$ cat config.mk
export PLATFORM = sky130hd
export DESIGN_NAME = load_writeback_unit_flat
export DESIGN_NICKNAME = d
export VERILOG_FILES = /design/src/rtl/cpu_types_pkg.sv /design/src/rtl/load_writeback_unit_if.sv /design/src/rtl/load_extract.sv /design/src/rtl/load_writeback_unit.sv /design/src/flat_wrapper.sv
export SDC_FILE = /design/constraint.sdc
export NUM_CORES = 1
export LEC_CHECK = 0
export CAP_MARGIN = 20
export CORE_AREA = 2 2 147 149
export DETAILED_ROUTE_END_ITERATION = 7
export DIE_AREA = 0 0 149 151
export PLACE_DENSITY = 0.51
export SLEW_MARGIN = 20
export SYNTH_ARGS = -nofsm -noshare
export SYNTH_HDL_FRONTEND = slang
export SYNTH_HIERARCHICAL = 1
export SYNTH_SLANG_ARGS = --single-unit
export TNS_END_PERCENT = 50
$ cat constraint.sdc
create_clock -name clk -period 3.2 [get_ports clk]
set_input_delay 0.64 -clock clk [delete_from_list [all_inputs] [get_ports clk]]
set_output_delay 0.64 -clock clk [all_outputs]
set_load 0.01 [all_outputs]
$ cat src/rtl/cpu_types_pkg.sv
// Shared CPU types: load opcodes, load/writeback FSM states and the
// request-legality rule used when a load is accepted.
package cpu_types_pkg;

  typedef enum logic [2:0] {
    LB          = 3'd0,
    LBU         = 3'd1,
    LH          = 3'd2,
    LHU         = 3'd3,
    LW          = 3'd4,
    LWL         = 3'd5,
    LWR         = 3'd6,
    LOP_ILLEGAL = 3'd7
  } load_op_t;

  typedef enum logic [1:0] {
    IDLE      = 2'd0,
    READ      = 2'd1,
    WRITEBACK = 2'd2,
    ERROR     = 2'd3
  } lwb_state_t;

  // Halfword loads need an even address, LW needs a word-aligned one.
  // LWL/LWR and byte loads accept any alignment.
  function automatic logic bad_request(load_op_t op, logic [1:0] b);
    logic bad;
    bad = 1'b0;
    case (op)
      LH, LHU:     bad = b[0];
      LW:          bad = (b != 2'b00);
      LOP_ILLEGAL: bad = 1'b1;
      default:     bad = 1'b0;
    endcase
    return bad;
  endfunction

endpackage

$ cat src/rtl/load_writeback_unit_if.sv
// Request, data-bus and register-file write signals of the load unit.
// master = the load unit, slave = execute stage / memory / register file.
interface load_writeback_unit_if;
  import cpu_types_pkg::*;

  logic        start;
  load_op_t    load_op;
  logic [31:0] address;
  logic [4:0]  rt_index;
  logic [31:0] rt_old;
  logic [31:0] mem_address;
  logic        mem_read;
  logic        mem_waitrequest;
  logic [31:0] mem_readdata;
  logic        busy;
  logic        write_enable;
  logic [4:0]  write_reg;
  logic [31:0] write_data;
  logic        done;
  logic        addr_error;

  modport master (
    input  start, load_op, address, rt_index, rt_old,
    input  mem_waitrequest, mem_readdata,
    output mem_address, mem_read,
    output busy, write_enable, write_reg, write_data, done, addr_error
  );

  modport slave (
    output start, load_op, address, rt_index, rt_old,
    output mem_waitrequest, mem_readdata,
    input  mem_address, mem_read,
    input  busy, write_enable, write_reg, write_data, done, addr_error
  );

endinterface

$ cat src/rtl/load_extract.sv
// Combinational byte selection / extension / merge of a little-endian
// memory word into the value written back to rt.
module load_extract
  import cpu_types_pkg::*;
(
  input  load_op_t    op,
  input  logic [1:0]  b,
  input  logic [31:0] word,
  input  logic [31:0] rt_old,
  output logic [31:0] data
);

  logic [31:0] byte_word;
  logic [7:0]  sel_byte;
  logic [15:0] sel_half;
  logic [4:0]  lwl_shift;
  logic [4:0]  lwr_shift;

  assign byte_word = word >> {b, 3'b000};
  assign sel_byte  = byte_word[7:0];
  assign sel_half  = b[1] ? word[31:16] : word[15:0];
  // 8*(3-b) equals {~b,3'b000} for a two-bit b
  assign lwl_shift = {~b, 3'b000};
  assign lwr_shift = {b, 3'b000};

  always_comb begin
    data = 32'h0;
    case (op)
      LB:      data = {{24{sel_byte[7]}}, sel_byte};
      LBU:     data = {24'h0, sel_byte};
      LH:      data = {{16{sel_half[15]}}, sel_half};
      LHU:     data = {16'h0, sel_half};
      LW:      data = word;
      LWL:     data = (word << lwl_shift) | (rt_old & ((32'h1 << lwl_shift) - 32'h1));
      LWR:     data = (word >> lwr_shift) | (rt_old & ~(32'hFFFF_FFFF >> lwr_shift));
      default: data = 32'h0;
    endcase
  end

endmodule

$ cat src/rtl/load_writeback_unit.sv
// Load path: one aligned bus read per request, then a single-cycle
// register-file write of the extracted / merged value.
module load_writeback_unit
  import cpu_types_pkg::*;
(
  input  logic                   clk,
  input  logic                   reset,
  load_writeback_unit_if.master  bus
);

  lwb_state_t  state_reg, state_next;
  load_op_t    op_reg;
  logic [31:0] addr_reg;
  logic [4:0]  rt_reg;
  logic [31:0] rt_old_reg;
  logic [31:0] word_reg;
  logic [31:0] extract_data;

  always_ff @(posedge clk) begin
    if (reset) begin
      state_reg <= IDLE;
    end else begin
      state_reg <= state_next;
    end
  end

  // Request is latched so the bus address and merge operand stay stable
  // even if the execute stage moves on.
  always_ff @(posedge clk) begin
    if (reset) begin
      op_reg     <= LB;
      addr_reg   <= 32'h0;
      rt_reg     <= 5'd0;
      rt_old_reg <= 32'h0;
      word_reg   <= 32'h0;
    end else begin
      if (state_reg == IDLE && bus.start) begin
        op_reg     <= bus.load_op;
        addr_reg   <= bus.address;
        rt_reg     <= bus.rt_index;
        rt_old_reg <= bus.rt_old;
      end
      if (state_reg == READ && !bus.mem_waitrequest) begin
        word_reg <= bus.mem_readdata;
      end
    end
  end

  always_comb begin
    state_next = state_reg;
    case (state_reg)
      IDLE: begin
        if (bus.start) begin
          state_next = bad_request(bus.load_op, bus.address[1:0]) ? ERROR : READ;
        end
      end
      READ:      if (!bus.mem_waitrequest) state_next = WRITEBACK;
      WRITEBACK: state_next = IDLE;
      ERROR:     state_next = IDLE;
      default:   state_next = IDLE;
    endcase
  end

  load_extract u_extract (
    .op     (op_reg),
    .b      (addr_reg[1:0]),
    .word   (word_reg),
    .rt_old (rt_old_reg),
    .data   (extract_data)
  );

  always_comb begin
    bus.mem_address  = 32'h0;
    bus.mem_read     = 1'b0;
    bus.busy         = (state_reg != IDLE);
    bus.write_enable = 1'b0;
    bus.write_reg    = 5'd0;
    bus.write_data   = 32'h0;
    bus.done         = 1'b0;
    bus.addr_error   = 1'b0;
    case (state_reg)
      READ: begin
        bus.mem_read    = 1'b1;
        bus.mem_address = {addr_reg[31:2], 2'b00};
      end
      WRITEBACK: begin
        bus.write_enable = (rt_reg != 5'd0);
        bus.write_reg    = rt_reg;
        bus.write_data   = extract_data;
        bus.done         = 1'b1;
      end
      ERROR: begin
        bus.addr_error = 1'b1;
        bus.done       = 1'b1;
      end
      default: ;
    endcase
  end

endmodule
$ cat src/flat_wrapper.sv
// flat-port wrapper written by rule: the top's interface ports become plain ports
module load_writeback_unit_flat import cpu_types_pkg::*;
  (clk, reset, bus_start, bus_load_op, bus_address, bus_rt_index, bus_rt_old, bus_mem_waitrequest, bus_mem_readdata, bus_mem_address, bus_mem_read, bus_busy, bus_write_enable, bus_write_reg, bus_write_data, bus_done, bus_addr_error);
  load_writeback_unit_if bus_i ();
  input  logic clk;
  input  logic reset;
  input wire logic [$bits(bus_i.start)-1:0] bus_start;
  input wire logic [$bits(bus_i.load_op)-1:0] bus_load_op;
  input wire logic [$bits(bus_i.address)-1:0] bus_address;
  input wire logic [$bits(bus_i.rt_index)-1:0] bus_rt_index;
  input wire logic [$bits(bus_i.rt_old)-1:0] bus_rt_old;
  input wire logic [$bits(bus_i.mem_waitrequest)-1:0] bus_mem_waitrequest;
  input wire logic [$bits(bus_i.mem_readdata)-1:0] bus_mem_readdata;
  output wire logic [$bits(bus_i.mem_address)-1:0] bus_mem_address;
  output wire logic [$bits(bus_i.mem_read)-1:0] bus_mem_read;
  output wire logic [$bits(bus_i.busy)-1:0] bus_busy;
  output wire logic [$bits(bus_i.write_enable)-1:0] bus_write_enable;
  output wire logic [$bits(bus_i.write_reg)-1:0] bus_write_reg;
  output wire logic [$bits(bus_i.write_data)-1:0] bus_write_data;
  output wire logic [$bits(bus_i.done)-1:0] bus_done;
  output wire logic [$bits(bus_i.addr_error)-1:0] bus_addr_error;
  assign bus_i.start = bus_start;
  assign bus_i.load_op = bus_load_op;
  assign bus_i.address = bus_address;
  assign bus_i.rt_index = bus_rt_index;
  assign bus_i.rt_old = bus_rt_old;
  assign bus_i.mem_waitrequest = bus_mem_waitrequest;
  assign bus_i.mem_readdata = bus_mem_readdata;
  assign bus_mem_address = bus_i.mem_address;
  assign bus_mem_read = bus_i.mem_read;
  assign bus_busy = bus_i.busy;
  assign bus_write_enable = bus_i.write_enable;
  assign bus_write_reg = bus_i.write_reg;
  assign bus_write_data = bus_i.write_data;
  assign bus_done = bus_i.done;
  assign bus_addr_error = bus_i.addr_error;
  load_writeback_unit u_core (.clk(clk), .reset(reset), .bus(bus_i));
endmodule
==> results of run 1 <==
[per-stage QoR]
stage | util | setup TNS, ns | power, uW
floorplan | - | 0 | 1889
global placement | 0.3883 | 0 | 2177
detailed placement | 0.3883 | 0 | 2176
CTS | 0.4073 | -0.02869 | 3445
global route | 0.4162 | -0.2753 | 3613
finish | 0.4162 | 0 | 3432
[power groups by stage]
stage                     combinational (uW)  clock [uW]  sequential [uW]
after floorplan                          420           0             1470
after global placement                   664           0             1510
after detailed placement                 662           0             1510
after CTS                                675        1290             1480
after global routing                     770        1350             1500
final                                    700        1250             1480
[final timing paths]
path,from,endpoint,cells after the start
max,u_core/addr_reg[1]$_SDFFE_PP0P_,bus_write_data[31],7
min,u_core/addr_reg[6]$_SDFFE_PP0P_,u_core/addr_reg[6]$_SDFFE_PP0P_,2
max reg2reg,u_core/state_reg[1]$_SDFFE_PP0P_,u_core/rt_old_reg[19]$_SDFFE_PP0P_,4
min reg2reg,u_core/addr_reg[6]$_SDFFE_PP0P_,u_core/addr_reg[6]$_SDFFE_PP0P_,2
[logic make-up (layout without fill, tap and decap cells)]
kind of cell           count (synthesis)  in the layout  synth area share
other                                  1              2         0.0006108
muxes                                 53             53            0.1005
AOI/OAI and AO/OA                    188            188            0.1928
and+or+nand+nor                      375            375            0.2788
buffers and inverters                 74            240           0.08172
DFF                                  106            106            0.3456
[critical path: stages, from the launching register on]
cell             delay, ns
dfxtp_4               0.44
buf_4                 0.20
mux2i_4               0.28
mux2i_2               0.15
a222oi_1              0.36
nand2_1               0.13
and2_1                0.15
clkdlybuf4s50_1       0.47
[layout by cell type, fill, tap and decap left out, types with 8 or more instances in the layout]
| cell type | synthesis | routed |
|---|---|---|
| nand2_1 | 253 | 252 |
| clkdlybuf4s50_1 | 0 | 175 |
| a21oi_1 | 109 | 109 |
| dfxtp_1 | 106 | 101 |
| and2_1 | 68 | 68 |
| buf_4 | 16 | 35 |
| mux2i_1 | 44 | 33 |
| o21ai_0 | 15 | 15 |
| clkbuf_16 | 0 | 11 |
| nor2_1 | 10 | 10 |
| nand3_1 | 10 | 10 |
| mux2i_2 | 0 | 9 |
| a32oi_1 | 9 | 9 |
| nor2b_1 | 8 | 8 |
| o2bb2ai_1 | 8 | 8 |
| a221o_1 | 8 | 8 |
| a222oi_1 | 8 | 8 |
[cell type report]
class / count / area [um2] / area share
inverters: 1 / 3.754 / 0.0004332
repair buffers: 223 / 2243 / 0.2589
clock buffers: 9 / 225.2 / 0.02599
multi-input cells: 618 / 3603 / 0.4158
well taps: 275 / 344.1 / 0.03971
clock inverters: 7 / 110.1 / 0.01271
flip-flops and latches: 106 / 2136 / 0.2465
[metal layers]
| metal | share of wire | track usage |
|---|---|---|
| met5 | 0 | 0 |
| met4 | 0.021 | 0.06667 |
| met3 | 0.089 | 0.06054 |
| met2 | 0.48 | 0.3219 |
| met1 | 0.41 | 0.2407 |
[timing repair]
item	in CTS	in global routing
pin swaps	1	4
buffers inserted	3	5
cloned	0	2
gates resized for setup	9	25
setup endpoints to repair	29	32
==> results.sh, run 1 <==
export IMPL_synth_edf_count=0
export IMPL_fin_crit_sh=0.9961
export IMPL_avgSynthCellArea_um2=7.703
export IMPL_dpl_cell_count=1213
export IMPL_dieWidth_um=149
export IMPL_combPwrFrac=0.204
export IMPL_post_place_ws_ns=0.1557
export IMPL_first_global_vias=6100
export IMPL_period_minus_slack_ns=3.188
export IMPL_ys_ff_latch=106
export IMPL_dp_hpwl_um=15840
export IMPL_p_switching_uw=983.0
export IMPL_clk_pin_slew_ns=0.08
export IMPL_htree_num_levels=3
export IMPL_synth_area_leaders="dfxtp_1 35%, nand2_1 15%, a21oi_1 8.9%"
export IMPL_cts_tree="built"
export IMPL_relSlewSlack=0.5420
export IMPL_fin_nets=1067
export IMPL_ant_nets=0
export IMPL_final_cells=1239
export IMPL_synth_commonest_cells="253 x nand2_1, 109 x a21oi_1, 106 x dfxtp_1"
export IMPL_dieArea_um2=22500
export IMPL_dr_pass1_iters=5
export IMPL_dr_total_vias=6389
export IMPL_synthArstFlopShare=0
export IMPL_cts_made_buffers=9
export IMPL_setup_violations_final=0
export IMPL_drtIter0Drc=553
export IMPL_core_um2=20820
export IMPL_final_area_um2=8666
export IMPL_netlist_area_um2=6140
export IMPL_initial_core_util=0.2949
export IMPL_p_leak_uw=0.003237
export IMPL_max_cap_viol_count=0
export IMPL_die_h_um=151
export IMPL_yosysMostFrequentCell="nand2_1"
export IMPL_synthCells=797
export IMPL_insertion_delay_ns=0.36
export IMPL_critPathCaptureType="output port"
export IMPL_cts_buffer_depth=2
export IMPL_io_buffers=179
export IMPL_vdd_drop_max_v=0.0002538
export IMPL_yosys_area_top_type="dfxtp_1"
export IMPL_drt_total_wl_um=22160
export IMPL_drc_errors=0
export IMPL_gp_congestion=0.8876
export IMPL_avgViaCountPerCell=5.157
export IMPL_place_area_um2=8085
export IMPL_required_ns=2.56
export IMPL_internal_power_uw=2449
export IMPL_antenna_found_initial=1
export IMPL_grt_first_pass_wirelength_um=33990
export IMPL_ys_flop_type="dfxtp_1"
export IMPL_cts_sinks=106
export IMPL_grtUsageTotal=0.1947
export IMPL_hold_viol=0
export IMPL_power_frac_clock=0.363
export IMPL_critPathArrivalTime_ns=2.55
export IMPL_fillers=2173
export IMPL_num_rows=53
export IMPL_p_per_area_nw_per_um2=396.0
export IMPL_synth_yosys_seq_area_share=0.3456
export IMPL_r2r_slack_ns=1.61
export IMPL_status="completed"
export IMPL_grt_max_degree=60
export IMPL_grt_ovfl_total=0
export IMPL_area_growth_pct=41.15
export IMPL_cp_start_kind="register"
export IMPL_cts_hold_buf=0
export IMPL_root_buffer="clkbuf_16"
export IMPL_yosysWarningCount=6
export IMPL_swShare=0.2864
export IMPL_drive_above_1_share=0.1017
export IMPL_wl_per_cell_um=17.89
export IMPL_setup_ws_ns=0.01244
export IMPL_clock_skew_ns=0.01127
export IMPL_worst_slew_pin_transition_ns=0.6870
export IMPL_holdWs_ns=0.4517
export IMPL_power_frac_seq=0.433
export IMPL_critPathKind="reg2out"
export IMPL_fmax_ghz=0.3137
export IMPL_rsz0062_at_grt="yes"
export IMPL_io_pins=182
export IMPL_diodes=0
export IMPL_ys_types=48
export IMPL_hold_path_class="reg2reg"
export IMPL_synth_top_area_share=0.3456
export IMPL_crit_fanout=7
export IMPL_final_max_slew_violation_count=0
Power figures use the tool's default switching activity.
==> run 2, diff against run 1 <==
- PLACE_DENSITY: 0.51 -> unset
==> results.sh, run 2 (synthesis gave the netlist of run 1 again) <==
export IMPL_htree_num_levels=3
export IMPL_internal_power_uw=2371
export IMPL_num_rows=53
export IMPL_dieWidth_um=149
export IMPL_drive_above_1_share=0.1042
export IMPL_swShare=0.2865
export IMPL_first_global_vias=6108
export IMPL_cts_buffer_depth=2
export IMPL_clock_skew_ns=0.004839
export IMPL_power_frac_clock=0.343
export IMPL_ant_nets=0
export IMPL_fmax_ghz=0.3126
export IMPL_final_common_cell="nand2_1"
export IMPL_crit_end="bus_write_data[31]"
export IMPL_combPwrFrac=0.211
export IMPL_hold_path_class="reg2reg"
export IMPL_r2r_end="u_core/rt_old_reg[3]$_SDFFE_PP0P_"
export IMPL_drt_total_wl_um=22030
export IMPL_rsz0062_at_grt="yes"
export IMPL_r2r_cells=4
export IMPL_period_minus_slack_ns=3.199
export IMPL_final_max_slew_violation_count=0
export IMPL_grt_first_pass_wirelength_um=33850
export IMPL_p_leak_uw=0.003184
export IMPL_critPathCaptureType="output port"
export IMPL_cts_sinks=106
export IMPL_setup_ws_ns=0.0006082
export IMPL_io_buffers=179
export IMPL_cp_start_kind="register"
export IMPL_status="completed"
export IMPL_post_place_ws_ns=0.009776
export IMPL_vdd_drop_max_v=0.0002271
export IMPL_root_buffer="clkbuf_16"
export IMPL_grt_max_degree=76
export IMPL_p_switching_uw=952.2
export IMPL_drc_errors=0
export IMPL_io_pins=182
export IMPL_core_um2=20820
export IMPL_insertion_delay_ns=0.36
export IMPL_crit_fanout=7
export IMPL_hold_viol=0
export IMPL_area_growth_pct=40.29
export IMPL_setup_violations_final=0
export IMPL_fin_nets=1073
export IMPL_wl_per_cell_um=17.68
export IMPL_dr_total_vias=6232
export IMPL_power_frac_seq=0.446
export IMPL_dr_pass1_iters=5
export IMPL_critPathArrivalTime_ns=2.56
export IMPL_p_per_area_nw_per_um2=385.9
export IMPL_place_area_um2=8150
export IMPL_relSlewSlack=0.4564
export IMPL_avgViaCountPerCell=5.002
export IMPL_clk_pin_slew_ns=0.07
export IMPL_r2r_slack_ns=1.39
export IMPL_crit_start="u_core/addr_reg[1]$_SDFFE_PP0P_"
export IMPL_dp_hpwl_um=16130
export IMPL_max_cap_viol_count=0
export IMPL_dieArea_um2=22500
export IMPL_grtUsageTotal=0.1956
export IMPL_final_area_um2=8613
export IMPL_r2r_start="u_core/state_reg[1]$_SDFFE_PP0P_"
export IMPL_drtIter0Drc=460
export IMPL_required_ns=2.56
export IMPL_critPathKind="reg2out"
export IMPL_die_h_um=151
export IMPL_gp_congestion=0.9213
export IMPL_layout_common_cells="252 x nand2_1, 178 x clkdlybuf4s50_1, 109 x a21oi_1"
export IMPL_grt_ovfl_total=0
export IMPL_cts_tree="built"
export IMPL_initial_core_util=0.2949
export IMPL_cts_hold_buf=0
export IMPL_worst_slew_pin_transition_ns=0.8155
export IMPL_antenna_found_initial=2
export IMPL_cts_made_buffers=9
export IMPL_fin_crit_sh=0.9998
-- run 2: cell types whose count changed in the layout (fill, tap and decap cells not counted), sizes merged, moves of 2 or more --
cell           delta
diode             +2
dlymetal6s2s      -3
clkdlybuf4s50     +3
buf               +8
-- run 2: worst max-delay path, stage by stage, from the launching register on --
cell,delay [ns]
dfxtp_4,0.41
buf_6,0.16
mux2i_2,0.32
mux2i_2,0.16
a222oi_1,0.38
nand2_1,0.13
and2_1,0.16
clkdlybuf4s50_1,0.47
-- run 2: cell type report --
type                    instances  area, um2
diodes                          2      5.005
clock buffers                  10      239.0
clock inverters                 5      53.80
fillers                      2198      12210
inverters                       1      3.754
multi-input cells             618       3601
flip-flops and latches        106       2133
well taps                     275      344.1
repair buffers                229       2233
-- run 2: timing repair --
item,in CTS,in global routing
endpoints found under the setup margin,32,30
resized for setup,13,15
setup buffers,3,6
gates cloned,0,0
pin swaps,0,2
-- run 2: through the flow --
| step | TNS (ns) | total power (uW) | std cells | utilization | hold slack (ns) |
|---|---|---|---|---|---|
| floorplan | 0 | 1889 | 798 | - | 0.4317 |
| global placement | 0 | 2184 | 1220 | 0.3914 | 0.4366 |
| detailed placement | 0 | 2186 | 1220 | 0.3914 | 0.4421 |
| CTS | -0.001111 | 3348 | 1238 | 0.4087 | 0.4526 |
| global route | -0.6428 | 3500 | 1244 | 0.4134 | 0.4715 |
| finish | 0 | 3324 | 1246 | 0.4137 | 0.4505 |
-- run 2: worst min-delay path by stage --
stage	from	to	slack (ns)	depth (start not counted)
2_1_floorplan	u_core/addr_reg[10]$_SDFFE_PP0P_	u_core/addr_reg[10]$_SDFFE_PP0P_	0.43	2
3_3_place_gp	u_core/addr_reg[31]$_SDFFE_PP0P_	u_core/addr_reg[31]$_SDFFE_PP0P_	0.44	2
3_5_place_dp	u_core/addr_reg[31]$_SDFFE_PP0P_	u_core/addr_reg[31]$_SDFFE_PP0P_	0.44	2
4_1_cts	u_core/addr_reg[31]$_SDFFE_PP0P_	u_core/addr_reg[31]$_SDFFE_PP0P_	0.45	2
5_1_grt	u_core/addr_reg[13]$_SDFFE_PP0P_	u_core/addr_reg[13]$_SDFFE_PP0P_	0.47	2
6_report	u_core/addr_reg[12]$_SDFFE_PP0P_	u_core/addr_reg[12]$_SDFFE_PP0P_	0.45	2
-- run 2: power groups by stage --
| stage | registers, uW | logic (uW) | clock network, uW |
|---|---|---|---|
| 3_3_place_gp | 1510 | 672 | 0 |
| 3_5_place_dp | 1510 | 673 | 0 |
| 5_1_grt | 1490 | 774 | 1230 |
| 4_1_cts | 1480 | 686 | 1180 |
| 6_report | 1480 | 702 | 1140 |
| 2_1_floorplan | 1470 | 420 | 0 |
-- run 2: metal layers --
metal | global-route usage | routed length (um) | vias to the layer above
li1 | - | - | 3065
met1 | 0.2379 | 9334 | 2890
met2 | 0.3159 | 10010 | 236
met3 | 0.07259 | 1996 | 39
met4 | 0.07333 | 673 | 2
met5 | 0 | 13 | -
==> run 3, diff against run 2 <==
- ABC_CLOCK_PERIOD_IN_PS: unset -> 3200
- CORE_AREA: 2 2 147 149 -> 8 8 153 155
- DIE_AREA: 0 0 149 151 -> 0 0 161 163
- HOLD_SLACK_MARGIN: unset -> 0.08
==> results.sh, run 3 (synthesis gave the netlist of run 1 again) <==
export IMPL_crit_end="bus_write_data[13]"
export IMPL_insertion_delay_ns=0.36
export IMPL_hold_path_class="reg2reg"
export IMPL_root_buffer="clkbuf_16"
export IMPL_crit_fanout=27
export IMPL_fin_setup_tns_ns=0
export IMPL_setup_ws_ns=0.01994
export IMPL_gp_congestion=0.9132
export IMPL_r2r_end="u_core/rt_old_reg[25]$_SDFFE_PP0P_"
export IMPL_dieWidth_um=161
export IMPL_crit_chain="buf_12, mux2i_4, mux2i_2, nand2_2, o211ai_1, and2_1, clkdlybuf4s50_1"
export IMPL_dpl_cell_count=1216
export IMPL_wl_met1_um=9241
export IMPL_die_h_um=163
export IMPL_max_cap_viol_count=0
export IMPL_initial_core_util=0.2949
export IMPL_num_rows=53
export IMPL_dr_pass1_iters=8
export IMPL_worst_slew_pin_transition_ns=0.6926
export IMPL_power_frac_clock=0.347
export IMPL_status="completed"
export IMPL_crit_cells=7
export IMPL_final_cells=1237
export IMPL_p_per_area_nw_per_um2=387.0
export IMPL_fin_crit_sh=0.9938
export IMPL_path_buf_inv=2
export IMPL_p_switching_uw=966.9
export IMPL_drc_errors=0
export IMPL_hold_viol=0
export IMPL_critPathKind="reg2out"
export IMPL_internal_power_uw=2388
export IMPL_fin_nets=1065
export IMPL_rsz0062_at_grt="yes"
export IMPL_clk_pin_slew_ns=0.07
export IMPL_wl_per_cell_um=18.89
export IMPL_dp_hpwl_um=17100
export IMPL_post_place_ws_ns=0.2104
export IMPL_io_pins=182
export IMPL_r2r_start="u_core/state_reg[1]$_SDFFE_PP0P_"
export IMPL_period_minus_slack_ns=3.180
export IMPL_area_growth_pct=41.17
export IMPL_relSlewSlack=0.5382
export IMPL_required_ns=2.56
export IMPL_antenna_found_initial=2
export IMPL_final_common_cell="nand2_1"
export IMPL_drtIter0Drc=604
export IMPL_p_leak_uw=0.003212
export IMPL_grt_max_degree=62
export IMPL_avgViaCountPerCell=5.120
export IMPL_cpPeakStageDelay_ns=0.53
export IMPL_critPathArrivalTime_ns=2.54
export IMPL_cp_start_kind="register"
export IMPL_total_power_uw=3355
export IMPL_drt_total_wl_um=23360
export IMPL_fmax_ghz=0.3145
export IMPL_core_um2=20820
export IMPL_dr_total_vias=6333
export IMPL_power_frac_seq=0.441
export IMPL_clock_skew_ns=0.01042
export IMPL_crit_family="buffers and inverters"
export IMPL_wl_met2_um=10940
export IMPL_final_max_slew_violation_count=0
export IMPL_drive_above_1_share=0.09677
export IMPL_setup_violations_final=0
export IMPL_crit_slowest_cell="clkdlybuf4s50_1"
export IMPL_critPathCaptureType="output port"
export IMPL_r2r_cells=4
export IMPL_first_global_vias=6336
export IMPL_grtUsageTotal=0.1703
export IMPL_io_buffers=179
export IMPL_dr_max_layer_used="met5"
export IMPL_cts_tree="built"
export IMPL_swShare=0.2882
export IMPL_combPwrFrac=0.212
export IMPL_final_area_um2=8667
export IMPL_grt_ovfl_total=0
export IMPL_place_area_um2=8158
export IMPL_cts_buffer_depth=2
export IMPL_cts_sinks=106
export IMPL_ant_nets=0
export IMPL_layout_common_cells="252 x nand2_1, 175 x clkdlybuf4s50_1, 109 x a21oi_1"
export IMPL_dieArea_um2=26240
export IMPL_met3_length_um=2644
export IMPL_htree_num_levels=3
export IMPL_crit_start="u_core/addr_reg[1]$_SDFFE_PP0P_"
export IMPL_r2r_slack_ns=1.39
export IMPL_grt_first_pass_wirelength_um=35380
export IMPL_vdd_drop_max_v=0.0002649
export IMPL_cts_made_buffers=9
run 3: power groups by stage:
| stage | clock (uW) | combinational (uW) | sequential (uW) |
|---|---|---|---|
| after global placement | 0 | 677 | 1500 |
| after global routing | 1250 | 777 | 1490 |
| after floorplan | 0 | 420 | 1470 |
| final | 1160 | 711 | 1480 |
| after detailed placement | 0 | 678 | 1510 |
| after CTS | 1210 | 683 | 1470 |
run 3: routing by layer:
metal | vias to the layer above | global-route usage
met1 | 2920 | 0.1964
li1 | 3045 | -
met2 | 315 | 0.2815
met3 | 49 | 0.07432
met4 | 4 | 0.05051
met5 | - | 0
run 3: cell type report:
cell class / count / area (um2)
Tap cell: 275 / 344.1
Multi-Input combinational cell: 618 / 3608
Clock inverter: 5 / 62.56
Inverter: 1 / 3.754
Antenna cell: 1 / 2.502
Clock buffer: 10 / 239.0
Sequential cell: 106 / 2133
Timing Repair Buffer: 221 / 2273
Fill cell: 2203 / 12160
run 3: worst min-delay path, delay by kind of cell (launching register included):
family / cells / cell delay [ns]
AO/OA/AOI/OAI: 1 / 0.05
AND/OR/NAND/NOR: 1 / 0.05
flip-flops: 1 / 0.31
run 3: what timing repair did:
| action | CTS | global route |
|---|---|---|
| buffers inserted | 0 | 1 |
| setup endpoints to repair | 13 | 30 |
| pin swaps | 0 | 4 |
| gates cloned | 0 | 4 |
| resized for setup | 7 | 21 |
| hold buffers | 0 | 0 |
run 3: how the worst min path moves through the flow:
| stage | start | to | slack [ns] | depth (start not counted) |
|---|---|---|---|---|
| detailed placement | u_core/addr_reg[15]$_SDFFE_PP0P_ | u_core/addr_reg[15]$_SDFFE_PP0P_ | 0.44 | 2 |
| global route | u_core/addr_reg[18]$_SDFFE_PP0P_ | u_core/addr_reg[18]$_SDFFE_PP0P_ | 0.48 | 2 |
| finish | u_core/addr_reg[30]$_SDFFE_PP0P_ | u_core/addr_reg[30]$_SDFFE_PP0P_ | 0.45 | 2 |
| global placement | u_core/addr_reg[21]$_SDFFE_PP0P_ | u_core/addr_reg[21]$_SDFFE_PP0P_ | 0.44 | 2 |
| CTS | u_core/addr_reg[15]$_SDFFE_PP0P_ | u_core/addr_reg[15]$_SDFFE_PP0P_ | 0.45 | 2 |
| floorplan | u_core/addr_reg[10]$_SDFFE_PP0P_ | u_core/addr_reg[10]$_SDFFE_PP0P_ | 0.43 | 2 |
run 3: stage by stage:
step                      hold slack, ns    util
after floorplan                   0.4317       -
after global placement            0.4369  0.3918
after detailed placement          0.4426  0.3918
after CTS                         0.4534  0.4071
after global routing              0.4760  0.4161
final                             0.4510  0.4162
